`src/rtl/pifo_reg_pushout_if.sv`:
```
// Bus interface for pifo_reg_pushout.
// master : producer side (drives insert/remove/rank_in/meta_in, observes status)
// slave  : the PIFO itself
//   insert, remove    : enqueue / dequeue-head requests, one per cycle
//   rank_in, meta_in  : entry being inserted
//   rank_out, meta_out, valid_out : registered head entry (0 when empty)
//   count, full, empty            : registered occupancy status
//   drop_valid, drop_rank, drop_meta : one-cycle report of a discarded entry
//   stat_insert_cnt, stat_drop_cnt   : optional saturating statistics
interface pifo_reg_pushout_if #(
  parameter int L2_MAX_SIZE = 3,
  parameter int RANK_WIDTH  = 8,
  parameter int META_WIDTH  = 8,
  parameter int STAT_WIDTH  = 32
);
  logic                   insert;
  logic                   remove;
  logic [RANK_WIDTH-1:0]  rank_in;
  logic [META_WIDTH-1:0]  meta_in;
  logic [RANK_WIDTH-1:0]  rank_out;
  logic [META_WIDTH-1:0]  meta_out;
  logic                   valid_out;
  logic [L2_MAX_SIZE:0]   count;
  logic                   full;
  logic                   empty;
  logic                   drop_valid;
  logic [RANK_WIDTH-1:0]  drop_rank;
  logic [META_WIDTH-1:0]  drop_meta;
  logic [STAT_WIDTH-1:0]  stat_insert_cnt;
  logic [STAT_WIDTH-1:0]  stat_drop_cnt;

  modport master (
    output insert, remove, rank_in, meta_in,
    input  rank_out, meta_out, valid_out, count, full, empty,
           drop_valid, drop_rank, drop_meta, stat_insert_cnt, stat_drop_cnt
  );

  modport slave (
    input  insert, remove, rank_in, meta_in,
    output rank_out, meta_out, valid_out, count, full, empty,
           drop_valid, drop_rank, drop_meta, stat_insert_cnt, stat_drop_cnt
  );
endinterface

```
`src/rtl/pifo_reg_pushout.sv`:
```
// Register-array PIFO with push-out overflow policy.
// Holds up to 2**L2_MAX_SIZE {rank, meta} entries sorted best-first; slot 0 is
// the head. Ties are FIFO (a new entry goes behind equal ranks). Insert and
// remove in the same cycle pop the current head and sort the new entry into
// the remainder, so a full queue never drops in that case. When full with a
// lone insert, OVF_MODE "TAIL" drops the arrival, "PUSHOUT" evicts the tail if
// the arrival is strictly better. Every discard is reported on drop_*.
// Ports: clk, rst (sync, active high), bus (pifo_reg_pushout_if.slave).
// Optional feature macro: PIFO_REG_STATS_EN enables saturating insert/drop
// counters; without it the stat ports are tied to 0.

// One storage slot. Next value is picked from the post-pop view of the array:
// stay (entry is not worse than the arrival), take the arrival (first slot
// where the arrival is better), or take the neighbour above (shifted down).
module pifo_reg_pushout_cell #(
  parameter int EW = 16
) (
  input  logic          clk,
  input  logic          rst,
  input  logic          upd,      // array changes this cycle
  input  logic          ins,      // an arrival is being sorted in
  input  logic          vld_nxt,  // slot holds an entry after this cycle
  input  logic          le_self,  // own post-pop entry stays ahead of arrival
  input  logic          le_prev,  // slot above stays ahead (1 for slot 0)
  input  logic [EW-1:0] sh_self,
  input  logic [EW-1:0] sh_prev,
  input  logic [EW-1:0] ent_new,
  output logic [EW-1:0] q
);
  logic [EW-1:0] d;

  always_comb begin
    d = sh_self;
    if (ins && !le_self) d = le_prev ? ent_new : sh_prev;
    // empty slots are kept at zero so the head reads 0 when the queue is empty
    if (!vld_nxt) d = '0;
  end

  always_ff @(posedge clk) begin
    if (rst)      q <= '0;
    else if (upd) q <= d;
  end
endmodule

module pifo_reg_pushout #(
  parameter int    L2_MAX_SIZE = 3,
  parameter int    RANK_WIDTH  = 8,
  parameter int    META_WIDTH  = 8,
  parameter string ORDER       = "MIN",
  parameter string OVF_MODE    = "TAIL",
  parameter int    STAT_WIDTH  = 32
) (
  input logic               clk,
  input logic               rst,
  pifo_reg_pushout_if.slave bus
);
  localparam int DEPTH   = 2**L2_MAX_SIZE;
  localparam int CW      = L2_MAX_SIZE + 1;
  localparam int EW      = RANK_WIDTH + META_WIDTH;
  localparam bit IS_MIN  = (ORDER == "MIN");
  localparam bit PUSHOUT = (OVF_MODE == "PUSHOUT");

  typedef struct packed {
    logic [RANK_WIDTH-1:0] rank;
    logic [META_WIDTH-1:0] meta;
  } ent_t;

  function automatic logic better(input logic [RANK_WIDTH-1:0] a,
                                  input logic [RANK_WIDTH-1:0] b);
    return IS_MIN ? (a < b) : (a > b);
  endfunction

  ent_t [DEPTH-1:0] slot;     // registered contents
  ent_t [DEPTH-1:0] sh;       // contents after the optional pop
  ent_t [DEPTH-1:0] sh_up;    // sh shifted by one (slot i sees sh[i-1])
  logic [DEPTH-1:0] sh_vld;
  logic [DEPTH-1:0] le;       // post-pop entry is not worse than arrival
  logic [DEPTH-1:0] le_up;
  logic [DEPTH-1:0] vld_nxt;
  ent_t             ent_new;

  logic [CW-1:0] count_q, count_sh, count_nxt;
  logic          full_q, empty_q, valid_q;
  logic          pop, ovf, evict, tail_drop, ins_acc, upd;
  logic          drop_q;
  ent_t          drop_ent_q;

  assign ent_new = '{rank: bus.rank_in, meta: bus.meta_in};

  // remove on an empty queue is a no-op; full+insert without a pop overflows
  assign pop       = bus.remove && !empty_q;
  assign ovf       = bus.insert && full_q && !pop;
  assign evict     = ovf && PUSHOUT && better(bus.rank_in, slot[DEPTH-1].rank);
  assign tail_drop = ovf && !evict;
  assign ins_acc   = bus.insert && !tail_drop;
  assign upd       = pop || ins_acc;

  // an eviction swaps tail for arrival, so occupancy stays at DEPTH
  assign count_sh  = count_q - CW'(pop);
  assign count_nxt = count_sh + CW'(ins_acc && !evict);

  for (genvar i = 0; i < DEPTH; i++) begin : g_view
    if (i == DEPTH-1) begin : g_last
      assign sh[i] = pop ? ent_t'('0) : slot[i];
    end else begin : g_mid
      assign sh[i] = pop ? slot[i+1] : slot[i];
    end
    if (i == 0) begin : g_top
      assign sh_up[i] = '0;
      assign le_up[i] = 1'b1;
    end else begin : g_below
      assign sh_up[i] = sh[i-1];
      assign le_up[i] = le[i-1];
    end
    assign sh_vld[i]  = count_sh > CW'(i);
    assign vld_nxt[i] = count_nxt > CW'(i);
    // FIFO among ties: equal ranks stay ahead of the arrival
    assign le[i]      = sh_vld[i] && !better(bus.rank_in, sh[i].rank);

    pifo_reg_pushout_cell #(.EW(EW)) u_cell (
      .clk     (clk),
      .rst     (rst),
      .upd     (upd),
      .ins     (ins_acc),
      .vld_nxt (vld_nxt[i]),
      .le_self (le[i]),
      .le_prev (le_up[i]),
      .sh_self (sh[i]),
      .sh_prev (sh_up[i]),
      .ent_new (ent_new),
      .q       (slot[i])
    );
  end

  always_ff @(posedge clk) begin
    if (rst) begin
      count_q    <= '0;
      full_q     <= 1'b0;
      empty_q    <= 1'b1;
      valid_q    <= 1'b0;
      drop_q     <= 1'b0;
      drop_ent_q <= '0;
    end else begin
      count_q <= count_nxt;
      full_q  <= (count_nxt == CW'(DEPTH));
      empty_q <= (count_nxt == '0);
      valid_q <= (count_nxt != '0);
      drop_q  <= evict || tail_drop;
      // drop_rank/meta hold their last value between pulses
      if (evict)          drop_ent_q <= slot[DEPTH-1];
      else if (tail_drop) drop_ent_q <= ent_new;
    end
  end

  assign bus.rank_out   = slot[0].rank;
  assign bus.meta_out   = slot[0].meta;
  assign bus.valid_out  = valid_q;
  assign bus.count      = count_q;
  assign bus.full       = full_q;
  assign bus.empty      = empty_q;
  assign bus.drop_valid = drop_q;
  assign bus.drop_rank  = drop_ent_q.rank;
  assign bus.drop_meta  = drop_ent_q.meta;

`ifdef PIFO_REG_STATS_EN
  logic [STAT_WIDTH-1:0] stat_ins_q, stat_drop_q;

  always_ff @(posedge clk) begin
    if (rst) begin
      stat_ins_q  <= '0;
      stat_drop_q <= '0;
    end else begin
      if (ins_acc && !(&stat_ins_q))
        stat_ins_q <= stat_ins_q + STAT_WIDTH'(1);
      if ((evict || tail_drop) && !(&stat_drop_q))
        stat_drop_q <= stat_drop_q + STAT_WIDTH'(1);
    end
  end

  assign bus.stat_insert_cnt = stat_ins_q;
  assign bus.stat_drop_cnt   = stat_drop_q;
`else
  assign bus.stat_insert_cnt = '0;
  assign bus.stat_drop_cnt   = '0;
`endif
endmodule

```
`src/flat_wrapper.sv`:
```
// flat-port wrapper written by rule: the top's interface ports become plain ports
module pifo_reg_pushout_flat 
#(
  parameter int    L2_MAX_SIZE = 3,
  parameter int    RANK_WIDTH  = 8,
  parameter int    META_WIDTH  = 8,
  parameter string ORDER       = "   ",
  parameter string OVF_MODE    = "    ",
  parameter int    STAT_WIDTH  = 32
)
  (clk, rst, bus_insert, bus_remove, bus_rank_in, bus_meta_in, bus_rank_out, bus_meta_out, bus_valid_out, bus_count, bus_full, bus_empty, bus_drop_valid, bus_drop_rank, bus_drop_meta, bus_stat_insert_cnt, bus_stat_drop_cnt);
  pifo_reg_pushout_if #(.L2_MAX_SIZE(L2_MAX_SIZE), .RANK_WIDTH(RANK_WIDTH), .META_WIDTH(META_WIDTH), .STAT_WIDTH(STAT_WIDTH)) bus_i ();
  input logic clk;
  input logic rst;
  input wire logic [$bits(bus_i.insert)-1:0] bus_insert;
  input wire logic [$bits(bus_i.remove)-1:0] bus_remove;
  input wire logic [$bits(bus_i.rank_in)-1:0] bus_rank_in;
  input wire logic [$bits(bus_i.meta_in)-1:0] bus_meta_in;
  output wire logic [$bits(bus_i.rank_out)-1:0] bus_rank_out;
  output wire logic [$bits(bus_i.meta_out)-1:0] bus_meta_out;
  output wire logic [$bits(bus_i.valid_out)-1:0] bus_valid_out;
  output wire logic [$bits(bus_i.count)-1:0] bus_count;
  output wire logic [$bits(bus_i.full)-1:0] bus_full;
  output wire logic [$bits(bus_i.empty)-1:0] bus_empty;
  output wire logic [$bits(bus_i.drop_valid)-1:0] bus_drop_valid;
  output wire logic [$bits(bus_i.drop_rank)-1:0] bus_drop_rank;
  output wire logic [$bits(bus_i.drop_meta)-1:0] bus_drop_meta;
  output wire logic [$bits(bus_i.stat_insert_cnt)-1:0] bus_stat_insert_cnt;
  output wire logic [$bits(bus_i.stat_drop_cnt)-1:0] bus_stat_drop_cnt;
  assign bus_i.insert = bus_insert;
  assign bus_i.remove = bus_remove;
  assign bus_i.rank_in = bus_rank_in;
  assign bus_i.meta_in = bus_meta_in;
  assign bus_rank_out = bus_i.rank_out;
  assign bus_meta_out = bus_i.meta_out;
  assign bus_valid_out = bus_i.valid_out;
  assign bus_count = bus_i.count;
  assign bus_full = bus_i.full;
  assign bus_empty = bus_i.empty;
  assign bus_drop_valid = bus_i.drop_valid;
  assign bus_drop_rank = bus_i.drop_rank;
  assign bus_drop_meta = bus_i.drop_meta;
  assign bus_stat_insert_cnt = bus_i.stat_insert_cnt;
  assign bus_stat_drop_cnt = bus_i.stat_drop_cnt;
  pifo_reg_pushout #(.L2_MAX_SIZE(L2_MAX_SIZE), .RANK_WIDTH(RANK_WIDTH), .META_WIDTH(META_WIDTH), .ORDER(ORDER), .OVF_MODE(OVF_MODE), .STAT_WIDTH(STAT_WIDTH)) u_core (.clk(clk), .rst(rst), .bus(bus_i));
endmodule
```
`config.mk`:
```
export PLATFORM = sky130hd
export DESIGN_NAME = pifo_reg_pushout_flat
export DESIGN_NICKNAME = d
export VERILOG_FILES = /design/src/rtl/pifo_reg_pushout_if.sv /design/src/rtl/pifo_reg_pushout.sv /design/src/flat_wrapper.sv
export SDC_FILE = /design/constraint.sdc
export NUM_CORES = 1
export LEC_CHECK = 0
export CAP_MARGIN = 30
export CORE_UTILIZATION = 55
export CTS_CLUSTER_SIZE = 16
export DETAILED_ROUTE_END_ITERATION = 8
export PLACE_DENSITY = 0.85
export SLEW_MARGIN = 25
export SYNTH_ARGS = -nofsm -noshare
export SYNTH_HDL_FRONTEND = slang
export SYNTH_HIERARCHICAL = 1
export SYNTH_SLANG_ARGS = --single-unit
```
`constraint.sdc`:
```
create_clock -name clk -period 12.5 [get_ports clk]
set_input_delay 2.5 -clock clk [delete_from_list [all_inputs] [get_ports clk]]
set_output_delay 2.5 -clock clk [all_outputs]
set_load 0.01 [all_outputs]
```
=== Word level (Yosys, flattened, before mapping) ===
Cells that the tools add are included.

* Input port bits: 20
* Word-level logic and storage cells: 118
* Output and inout bits: 104
* Bits in registers: 152

* $lt $le $gt $ge: 24
* Add/sub/neg operators: 2
* Reductions and logical operators: 43
* Equality and inequality tests: 2
* Muxes and demuxes: 31

{| class="wikitable"
|+ Operators by type and width
! operator !! count
|-
| $mux W16 || 31
|-
| $gt A8 B8 Y1 || 8
|-
| $gt A4 B3 Y1 const B || 8
|-
| $logic_and A1 B1 Y1 || 20
|-
| $logic_not A1 Y1 || 19
|-
| $gt A4 B1 Y1 const B || 4
|-
| $gt A4 B2 Y1 const B || 4
|-
| $add A4 B1 Y4 || 1
|-
| $eq A4 B4 Y1 const B || 1
|-
| $logic_not A4 Y1 || 1
|-
| $reduce_bool A4 Y1 || 1
|-
| $sub A4 B1 Y4 || 1
|-
| $ne A3 B1 Y1 const B || 1
|-
| $reduce_and A2 Y1 || 1
|-
| $logic_or A1 B1 Y1 || 1
|}

=== Logic depth before layout (Yosys ltp) ===
Gate-level depths: netlist (run 1).

* Depth after elaboration: 10
* Mapped depth: 18

=== Cells and area by module ===
Netlist (run 1), hierarchy kept.

{| class="wikitable"
|+ By module, submodules not included
! module !! instances !! cells an instance !! area an instance (um^2)
|-
| pifo_reg_pushout_cell || 8 || 109 || 1021.0
|-
| pifo_reg_pushout || 1 || 722 || 4588.2
|}

=== Least setup slack after synthesis (run 1) ===
Ideal clock, no wire load.

* Kind: input -> register
* From: in bus_remove
* To: reg u_core.g_view[1].u_cell.q[0]
* Data arrival time: 5738 ps
* Stages on the path: 14
* Required time: 12416 ps
* Slack: 6678 ps
* Library setup time: 84 ps
* Cells stage by stage: nand2b_1 > clkbuf_1 > clkbuf_1 > a21boi_0 > ha_1 > nand2_1 > or3_1 > a221o_1 > and2_4 > buf_6 > nand2_1 > nand3b_4 > buf_4 > o31ai_2

* Elaborated cells on any way between the ends: 24
* Those cells by class: 2 x add/sub; 5 x order compare; 5 x mux; 12 x reduce/logical

{| class="wikitable"
|+ RTL lines
! element !! RTL line !! RTL
|-
| start, declared || flat_wrapper.sv:16 || <nowiki>input wire logic [$bits(bus_i.remove)-1:0] bus_remove;</nowiki>
|-
| $logic_and A1 B1 Y1 || pifo_reg_pushout.sv:91 || <nowiki>assign pop = bus.remove && !empty_q;</nowiki>
|-
| $logic_not A1 Y1 || pifo_reg_pushout.sv:92 || <nowiki>assign ovf = bus.insert && full_q && !pop;</nowiki>
|-
| $logic_and A1 B1 Y1 || pifo_reg_pushout.sv:92 ||
|-
| $logic_not A1 Y1 || pifo_reg_pushout.sv:95 || <nowiki>assign ins_acc = bus.insert && !tail_drop;</nowiki>
|-
| $logic_and A1 B1 Y1 || pifo_reg_pushout.sv:95 ||
|-
| named net u_core.ins_acc || pifo_reg_pushout.sv:84 || <nowiki>logic pop, ovf, evict, tail_drop, ins_acc, upd;</nowiki>
|-
| $add A4 B1 Y4 || pifo_reg_pushout.sv:100 || <nowiki>assign count_nxt = count_sh + CW'(ins_acc && !evict);</nowiki>
|-
| $gt A4 B1 Y1 || pifo_reg_pushout.sv:116 || <nowiki>assign vld_nxt[i] = count_nxt > CW'(i);</nowiki>
|-
| named net u_core.vld_nxt[1] || pifo_reg_pushout.sv:79 || <nowiki>logic [DEPTH-1:0] vld_nxt;</nowiki>
|-
| $mux W16 || pifo_reg_pushout.sv:36 || <nowiki>if (!vld_nxt) d = '0;</nowiki>
|-
| end signal, assigned || pifo_reg_pushout.sv:40 || <nowiki>if (rst) q <= '0;</nowiki>
|-
| end signal, assigned || pifo_reg_pushout.sv:41 || <nowiki>else if (upd) q <= d;</nowiki>
|-
| end, declared || pifo_reg_pushout.sv:28 || <nowiki>output logic [EW-1:0] q</nowiki>
|}

The timed path passes the listed nets, and every way through them passes these cells.
A chain may end at the register's enable or synchronous reset.

==> impl_metrics.tcl, run 1 <==
set metrics [dict create \
    status "complete, no violations" \
    crit_required_ns 12.85 \
    synth-simple-area-share 0.275 \
    post_dp_cell_area_um2 12900 \
    dieArea_um2 23800 \
    power_density_nw_per_um2 197 \
    cts_tree "built" \
    grt_pass1_vias 10200 \
    yosysTopAreaCell "dfxtp_1" \
    seq_area_frac_synth 0.239 \
    io_pins 124 \
    overflow 0 \
    fin_worst_skew_ns 0.0108 \
    synth_top_area_share 0.239 \
    yosysUniqueCellTypes 51 \
    fmax_mhz 132 \
    clk_latency_ns 0.43 \
    path_clk_slew_ns 0.07 \
    cts_setup_buffers 0 \
    vias_per_cell 5.65 \
    antenna_found_initial 0 \
    cts-root-buf "clkbuf_16" \
    maxSlewViolCount 0 \
    core_area_um2 22700 \
    layout.nets 1695 \
    hold_viol 0 \
    drc 0 \
    period_minus_slack_ns 7.59 \
    ys_seq_elements 152 \
    clkSinkCount 152 \
    globalplace.congestion 0.940 \
    area_growth_pct 5.86 \
    die_w_um 154 \
    worst_setup_path_end_kind "register" \
    ir_worst_vdd_uv 146 \
    setup.worst_path.start_class "input pin" \
    finalInstanceArea_um2 13500 \
    ctsResizeCount 0 \
    cp_top_family "buffers and inverters" \
    crit_type "input pin to register" \
    antenna_left 0 \
    regToRegEndpoint "u_core/g_view[0].u_cell/q[9]$_SDFFE_PP0P_" \
    post-route-util 0.595 \
    grt_max_degree 60 \
    grtUsageTotal 0.255 \
    num-fill-cells 1908 \
    finalSetupTns_ns 0 \
    worst_slew_pin_slew_ns 0.946 \
    synth_commonest_cells "nand2_1 (393), dfxtp_1 (152), nor2_1 (135)" \
    drt_iter0_markers 756 \
    rsz0062_at_grt "false" \
    async_flop_share 0 \
    synth_top_family_by_area "simple AND/OR/NAND/NOR gates" \
    diodes 0 \
    endpoint "u_core/g_view[0].u_cell/q[9]$_SDFFE_PP0P_" \
    yosysWarnings 6 \
    critPathLaunch "bus_remove" \
    synth_compound_area_frac 0.264 \
    relSlewSlack 0.369 \
    grt_pass1_wl_um 50100 \
    netlist_instances 1594 \
    ys_top_cells_by_area "dfxtp_1 (24%), nand2_1 (12%), o31ai_2 (9.4%), a211oi_2 (8.6%), ha_1 (6.6%)" \
    syn_avg_cell_area_um2 8.00 \
    post-route-period-util 0.607 \
    ff2ff_path_depth 15 \
    reg2reg_setup_slack_ns 7.09 \
    critPathArrivalTime_ns 7.94 \
    portBuffers 59 \
    firstDrtPassIters 5 \
    setup_viol 0 \
    hp-class "register to register" \
    crit_cells 16 \
    r2r_start "u_core/bus.empty$_SDFF_PP1_" \
    netlist_area_um2 12800 \
    p_leak_nw 5.98 \
    numCtsBuffers 17 \
    cap_viol_max_count 0 \
    synth-main-ff-cell "dfxtp_1" \
    yosys.area_share.adder 0.0657 \
    post-synth-top-count-cell "nand2_1" \
    drt-wirelength-per-cell_um 15.8 \
    slowest_delay_ns 0.78 \
    start_util 0.562 \
    synth_edf_count 0 \
    crit_buf_inv 4 \
    p_total_w 0.00266 \
    row_count 55 \
    hpwl_um 21700 \
    fp.dieH_um 154 \
    holdWs_ns 0.457 \
    cts_max_level 4 \
    routed_wl_um 30000 \
    cts_hold_buf 0 \
    synthMuxAreaShare 0.0345 \
    drive_above_1_share 0.167 \
    clock_path_buffers 2 \
    slowest_stage "nand2b_1" \
    vias 10800 \
    path_cells "clkdlybuf4s50_1, nand2b_4, inv_2, buf_4, nand2_1, nand2_1, inv_1, ha_1, a21oi_1, o21ai_0, mux2i_1, a21oi_1, a31oi_4, nand2b_1, a211oi_1, o31ai_2" \
    cp_max_fo 59 \
    synth_xor_area_frac 0.00333 \
]
-- per-layer routing --
metal,vias up,GRT usage,part of all wire
met5,-,0,0
met4,0,0.112,0.029
met3,71,0.0347,0.046
met2,329,0.455,0.50
met1,5010,0.305,0.43
li1,5363,-,-
-- worst register-to-register path, cell delays in order, from the launching register on --
cell and delay (ns):
dfxtp_1 0.37, nand2b_4 0.48, inv_2 0.73, buf_4 0.69
nand2_1 0.19, nand2_1 0.13, inv_1 0.06, ha_1 0.28
a21oi_1 0.12, o21ai_0 0.12, mux2i_1 0.15, a21oi_1 0.08
a31oi_4 0.76, nand2b_1 0.79, a211oi_1 0.14, o31ai_2 0.26
-- cells by family (layout without fill, tap and decap cells) --
group | count (synthesis) | after routing
compound gates | 348 | 348
xor+xnor | 4 | 4
fa+ha+maj | 67 | 67
buf+inv | 233 | 177
flops | 152 | 152
mux | 44 | 44
other cells | 2 | 85
simple gates | 744 | 744
-- placed cells by master (no fill, tap or decap), types with 3 or more instances in the layout --
cell / n
a211oi_1: 40
a211oi_2: 88
a21oi_1: 53
and2_1: 12
and2b_1: 32
and3_1: 3
buf_4: 20
clkbuf_16: 17
clkbuf_8: 3
clkdlybuf4s50_1: 58
clkinv_4: 3
conb_1: 85
dfxtp_1: 152
ha_1: 67
inv_1: 64
inv_6: 3
mux2i_1: 44
nand2_1: 393
nand2b_1: 9
nand3b_4: 8
nand4_1: 16
nor2_1: 134
nor2_2: 9
nor2b_1: 109
nor2b_2: 4
o211ai_1: 7
o21ai_0: 14
o22ai_1: 6
o31ai_1: 32
o31ai_2: 96
-- final cells by class --
| type | instances | area, um2 | share of cell area |
|---|---|---|---|
| multi-input cells | 1292 | 8550 | 0.633 |
| well taps | 285 | 357 | 0.0264 |
| inverters | 65 | 244 | 0.0181 |
| clock buffers | 21 | 470 | 0.0348 |
| clock inverters | 11 | 88.8 | 0.00658 |
| flip-flops and latches | 152 | 3040 | 0.225 |
| repair buffers | 80 | 747 | 0.0553 |
-- worst min path at each step --
stage                                                           from                                          to  cells after the start
final                           u_core/bus.drop_rank[0]$_SDFFE_PP0P_        u_core/bus.drop_rank[0]$_SDFFE_PP0P_                      2
after global routing            u_core/bus.drop_meta[3]$_SDFFE_PP0P_        u_core/bus.drop_meta[3]$_SDFFE_PP0P_                      2
after CTS                       u_core/bus.drop_meta[2]$_SDFFE_PP0P_        u_core/bus.drop_meta[2]$_SDFFE_PP0P_                      2
after detailed placement        u_core/bus.drop_meta[2]$_SDFFE_PP0P_        u_core/bus.drop_meta[2]$_SDFFE_PP0P_                      2
after global placement          u_core/bus.drop_meta[2]$_SDFFE_PP0P_        u_core/bus.drop_meta[2]$_SDFFE_PP0P_                      2
after floorplan           u_core/g_view[1].u_cell/q[12]$_SDFFE_PP0P_  u_core/g_view[1].u_cell/q[12]$_SDFFE_PP0P_                      2
-- sequential cells by signal, indices dropped and copies added (netlist names) --
| signal | count |
|---|---|
| u_core/g_view.u_cell/q | 128 |
| u_core/bus.drop_valid | 1 |
| u_core/bus.full | 1 |
| u_core/bus.count | 4 |
| u_core/bus.empty | 1 |
| u_core/bus.drop_rank | 8 |
| u_core/bus.drop_meta | 8 |
| u_core/bus.valid_out | 1 |
-- per-stage QoR --
step	setup WS, ns	std cells
finish	4.91	1906
detailed placement	4.47	1873
global placement	4.66	1869
CTS	4.93	1905
floorplan	6.68	1677
global route	4.43	1906
-- report_power, final --
group	total (W)	switching (W)	internal, W
sequential	0.000701	0.000104	0.000597
combinational	0.00147	0.000912	0.000556
clock	0.000495	0.000222	0.000273
total	0.00266	0.00124	0.00143
(Power assumes the default switching activity.)
==> run 2, diff against run 1 <==
clock period = 7.9 ns   (was 12.5 ns; I/O delays follow)
==> run 2 against run 1 <==
Effect of this change: hold slack better by 0.00082 ns; design area increased by 0.26%; combinational power up 58%; clock power grew 69%; setup slack worse by 2.6 ns; power is 60% higher; first-iteration DRC count unchanged; critical endpoint unchanged; highest routed layer unchanged.
==> impl_metrics.tcl, run 2 (synthesis gave the netlist of run 1 again) <==
set metrics [dict create \
    vias 10700 \
    ff2ff_path_depth 12 \
    core_area_um2 22700 \
    post-route-period-util 0.708 \
    dp_cells 1873 \
    cts-root-buf "clkbuf_16" \
    grt_pass1_vias 10600 \
    cts_tree "built" \
    clkSinkCount 152 \
    finalSetupTns_ns 0 \
    relSlewSlack 0.337 \
    drc 0 \
    setup_viol 0 \
    worst_slew_pin_slew_ns 0.989 \
    grt_pass1_wl_um 50300 \
    crit_required_ns 8.25 \
    status "complete, no violations" \
    fin_worst_skew_ns 0.0123 \
    overflow 0 \
    crit_buf_inv 2 \
    portBuffers 59 \
    grtUsageTotal 0.256 \
    critPathArrivalTime_ns 5.95 \
    cp_max_fo 56 \
    vias_per_cell 5.62 \
    drt_iter0_markers 756 \
    min_path_cells 2 \
    rsz0062_at_grt "false" \
    cap_viol_max_count 0 \
    hp-class "register to register" \
    crit_cells 13 \
    antenna_left 0 \
    routed_wl_um 29700 \
    final_cell_mix "nand2_1 (393), dfxtp_1 (152), nor2_1 (134)" \
    ctsResizeCount 0 \
    period_minus_slack_ns 5.60 \
    slowest_stage "nand2b_1" \
    cts_setup_buffers 0 \
    dieArea_um2 23800 \
    firstDrtPassIters 5 \
    crit_type "input pin to register" \
    p_leak_nw 5.99 \
    slowest_delay_ns 0.79 \
    path_cells "clkdlybuf4s50_1, nand2b_4, buf_4, mux2i_1, ha_1, a21oi_1, o21ai_0, mux2i_1, a21oi_1, a31oi_4, nand2b_1, a211oi_1, o31ai_2" \
    layout_commonest_cell "nand2_1" \
    hpwl_um 22000 \
    worst_setup_path_end_kind "register" \
    clk_latency_ns 0.44 \
    post-route-util 0.596 \
    setup.worst_path.start_class "input pin" \
    row_count 55 \
    path_clk_slew_ns 0.07 \
    io_pins 124 \
    globalplace.congestion 0.887 \
    largest_reg_flops 128 \
    numCtsBuffers 17 \
    cts_max_level 4 \
    grt_max_degree 57 \
    start_util 0.562 \
    hold_viol 0 \
    drt-wirelength-per-cell_um 15.6 \
    cts_hold_buf 0 \
    fp.dieH_um 154 \
    cp_top_family "compound AO/OA/AOI/OAI gates" \
    layout.nets 1695 \
    diodes 0 \
    drive_above_1_share 0.167 \
    power_density_nw_per_um2 315 \
    fin_cells 1905 \
    die_w_um 154 \
    fmax_mhz 179 \
    regMostFlops "u_core/g_view.u_cell/q" \
    antenna_found_initial 0 \
    maxSlewViolCount 0 \
    clock_path_buffers 2 \
    ir_worst_vdd_uv 226 \
    area_growth_pct 6.13 \
]
[run 2: changes by cell type in the layout (fill, tap and decap cells not counted)]
cell,change
nor3b_2,+1
nor2b_2,-1
clkbuf_1,-1
nor3b_1,-1
bufinv_16,+2
clkbuf_8,-1
buf_6,-1
nor2b_1,+1
clkinv_2,-1
inv_6,-1
clkinvlp_4,+1
buf_4,+1
[run 2: worst paths after layout]
path,startpoint,end,slack [ns]
worst min-delay path,u_core/bus.drop_meta[4]$_SDFFE_PP0P_,u_core/bus.drop_meta[4]$_SDFFE_PP0P_,0.46
worst max register to register,u_core/bus.empty$_SDFF_PP1_,u_core/g_view[0].u_cell/q[9]$_SDFFE_PP0P_,3.41
worst min register to register,u_core/bus.drop_meta[4]$_SDFFE_PP0P_,u_core/bus.drop_meta[4]$_SDFFE_PP0P_,0.46
worst max-delay path,bus_remove,u_core/g_view[0].u_cell/q[9]$_SDFFE_PP0P_,2.30
[run 2: area by class of cell]
type / instances / area (um2)
clock buffers: 19 / 453
flip-flops and latches: 152 / 3040
repair buffers: 80 / 743
multi-input cells: 1292 / 8560
clock inverters: 12 / 143
fillers: 1931 / 9170
inverters: 65 / 244
well taps: 285 / 357
[run 2: stage by stage]
| step | setup slack (ns) | cell area (um2) | power (W) | hold slack (ns) |
|---|---|---|---|---|
| final | 2.30 | 13500 | 0.00426 | 0.458 |
| after global routing | 2.02 | 13500 | 0.00456 | 0.482 |
| after CTS | 2.36 | 13500 | 0.00425 | 0.456 |
| after detailed placement | 1.92 | 12900 | 0.00341 | 0.447 |
| after global placement | 2.03 | 12900 | 0.00332 | 0.444 |
| after floorplan | 3.00 | 13100 | 0.00309 | 0.446 |
[run 2: tightest hold or removal path, stage by stage, from the launching register on]
cell,delay [ns]
dfxtp_1,0.31
nand2_1,0.05
a21oi_1,0.05
[run 2: metal layers]
layer	share of wire	vias to the layer above	wire, um	track usage
met5	0	-	0	0
met4	0.023	0	680	0.105
met3	0.041	51	1230	0.0423
met2	0.50	267	14900	0.463
met1	0.43	5032	12800	0.300
li1	-	5361	-	-
[run 2: report_power, final]
group          internal, W  leakage (nW)  switching [W]  total, W
registers         0.000945          1.23       0.000166   0.00111
logic             0.000880          4.47        0.00143   0.00232
clock network     0.000485         0.284       0.000352  0.000836
==> run 3, diff against run 2 <==
clock period = 5.76 ns   (was 7.9 ns; I/O delays follow)
==> run 3 against run 2 <==
Effect of this change: clock power grew 39%; clock skew decreased by 0.0028 ns; power is 39% higher; sequential power increased by 37%; largest power group unchanged; non-clock buffer count grew 6; global-route usage is 0.32 points higher.
==> impl_metrics.tcl, run 3 (synthesis gave the netlist of run 1 again) <==
set metrics [dict create \
    ctsResizeCount 0 \
    p_clk_frac 0.197 \
    ir_worst_vdd_uv 300 \
    fp.dieH_um 154 \
    rsz0062_at_grt "false" \
    routed_wl_um 30400 \
    hp-class "register to register" \
    p_switching_w 0.00272 \
    cts_tree "built" \
    drt_iter0_markers 731 \
    clkSinkCount 152 \
    clk_latency_ns 0.45 \
    area_growth_pct 6.55 \
    antenna_found_initial 0 \
    fmax_mhz 207 \
    relSlewSlack 0.406 \
    grt_pass1_vias 10500 \
    period_minus_slack_ns 4.82 \
    pwr-share-comb 0.545 \
    worst_slew_pin_slew_ns 0.891 \
    firstDrtPassIters 5 \
    p_seq_frac 0.258 \
    maxSlewViolCount 0 \
    holdWs_ns 0.452 \
    row_count 55 \
    regMostFlops "u_core/g_view.u_cell/q" \
    drc 0 \
    numCtsBuffers 17 \
    diodes 0 \
    finalSetupTns_ns 0 \
    layout.nets 1701 \
    core_area_um2 22700 \
    setup_viol 0 \
    clock_path_buffers 2 \
    p_leak_nw 6.03 \
    cp_max_fo 25 \
    drive_above_1_share 0.169 \
    fin_worst_skew_ns 0.00951 \
    cts_setup_buffers 0 \
    portBuffers 59 \
    grt_max_degree 114 \
    reg2reg_setup_slack_ns 1.75 \
    grtUsageTotal 0.259 \
    start_util 0.562 \
    crit_type "input pin to register" \
    final_cell_mix "nand2_1 (393), dfxtp_1 (152), nor2_1 (134)" \
    post-route-period-util 0.838 \
    setup.worst_path.start_class "input pin" \
    dieArea_um2 23800 \
    drt-wirelength-per-cell_um 15.9 \
    largest_reg_flops 128 \
    cts_max_level 4 \
    crit_required_ns 6.11 \
    overflow 0 \
    cts_hold_buf 0 \
    cts-root-buf "clkbuf_16" \
    hpwl_um 22100 \
    layout_commonest_cell "nand2_1" \
    critPathArrivalTime_ns 5.17 \
    hold_viol 0 \
    path_clk_slew_ns 0.06 \
    vias_per_cell 5.62 \
    antenna_left 0 \
    grt_pass1_wl_um 50800 \
    switching_share 0.461 \
    die_w_um 154 \
    io_pins 124 \
    worst_setup_path_end_kind "register" \
    vias 10800 \
    cell_internal_pwr_w 0.00318 \
    status "complete, no violations" \
    cap_viol_max_count 0 \
    power_density_nw_per_um2 434 \
    p_total_w 0.00590 \
    globalplace.congestion 0.930 \
]
-- run 3: area by class of cell --
type,count,area (um2)
timing repair buffer,86,801
multi-input combinational,1292,8550
sequential,152,3040
tap,285,357
clock buffer,18,439
clock inverter,14,161
inverter,65,244
fill,1912,9120
-- run 3: worst max-delay path: stages --
cell and delay, ns:
clkdlybuf4s50_1 0.57, nand2b_4 0.09, inv_2 0.49, buf_4 0.31, mux2i_1 0.27, ha_1 0.30
a21oi_1 0.16, a21oi_1 0.09, o22ai_1 0.18, o221a_2 0.41, nand2b_1 0.68, a211oi_1 0.18
o31ai_1 0.29
-- run 3: power groups by stage --
stage                     Combinational (W)  Clock (W)  Sequential (W)
after floorplan                     0.00274          0         0.00149
after global placement              0.00306          0         0.00152
after detailed placement            0.00317          0         0.00154
after CTS                           0.00319    0.00118         0.00152
after global routing                0.00352    0.00122         0.00155
final                               0.00322    0.00116         0.00152
-- run 3: worst paths after layout --
kind                            cells after the start                                    endpoint                                 start
worst min-delay path                                2        u_core/bus.drop_meta[5]$_SDFFE_PP0P_  u_core/bus.drop_meta[5]$_SDFFE_PP0P_
worst max-delay path                               13  u_core/g_view[5].u_cell/q[15]$_SDFFE_PP0P_                            bus_remove
worst max register to register                     12  u_core/g_view[5].u_cell/q[15]$_SDFFE_PP0P_           u_core/bus.empty$_SDFF_PP1_
worst min register to register                      2        u_core/bus.drop_meta[5]$_SDFFE_PP0P_  u_core/bus.drop_meta[5]$_SDFFE_PP0P_
-- run 3: routing by layer --
| metal | track usage | up-vias | wire length [um] |
|---|---|---|---|
| met3 | 0.0350 | 44 | 1250 |
| met4 | 0.0929 | 0 | 529 |
| li1 | - | 5382 | - |
| met5 | 0 | - | 0 |
| met2 | 0.472 | 284 | 15300 |
| met1 | 0.311 | 5040 | 13300 |
-- run 3: through the flow --
| step | instance area, um2 | utilization | instances | worst slack, ns |
|---|---|---|---|---|
| 2_1_floorplan | 13100 | - | 1677 | 1.29 |
| 3_3_place_gp | 13000 | 0.570 | 1876 | 0.676 |
| 3_5_place_dp | 13000 | 0.572 | 1879 | 0.538 |
| 4_1_cts | 13600 | 0.598 | 1911 | 0.942 |
| 5_1_grt | 13600 | 0.599 | 1912 | 0.731 |
| 6_report | 13600 | 0.599 | 1912 | 0.936 |
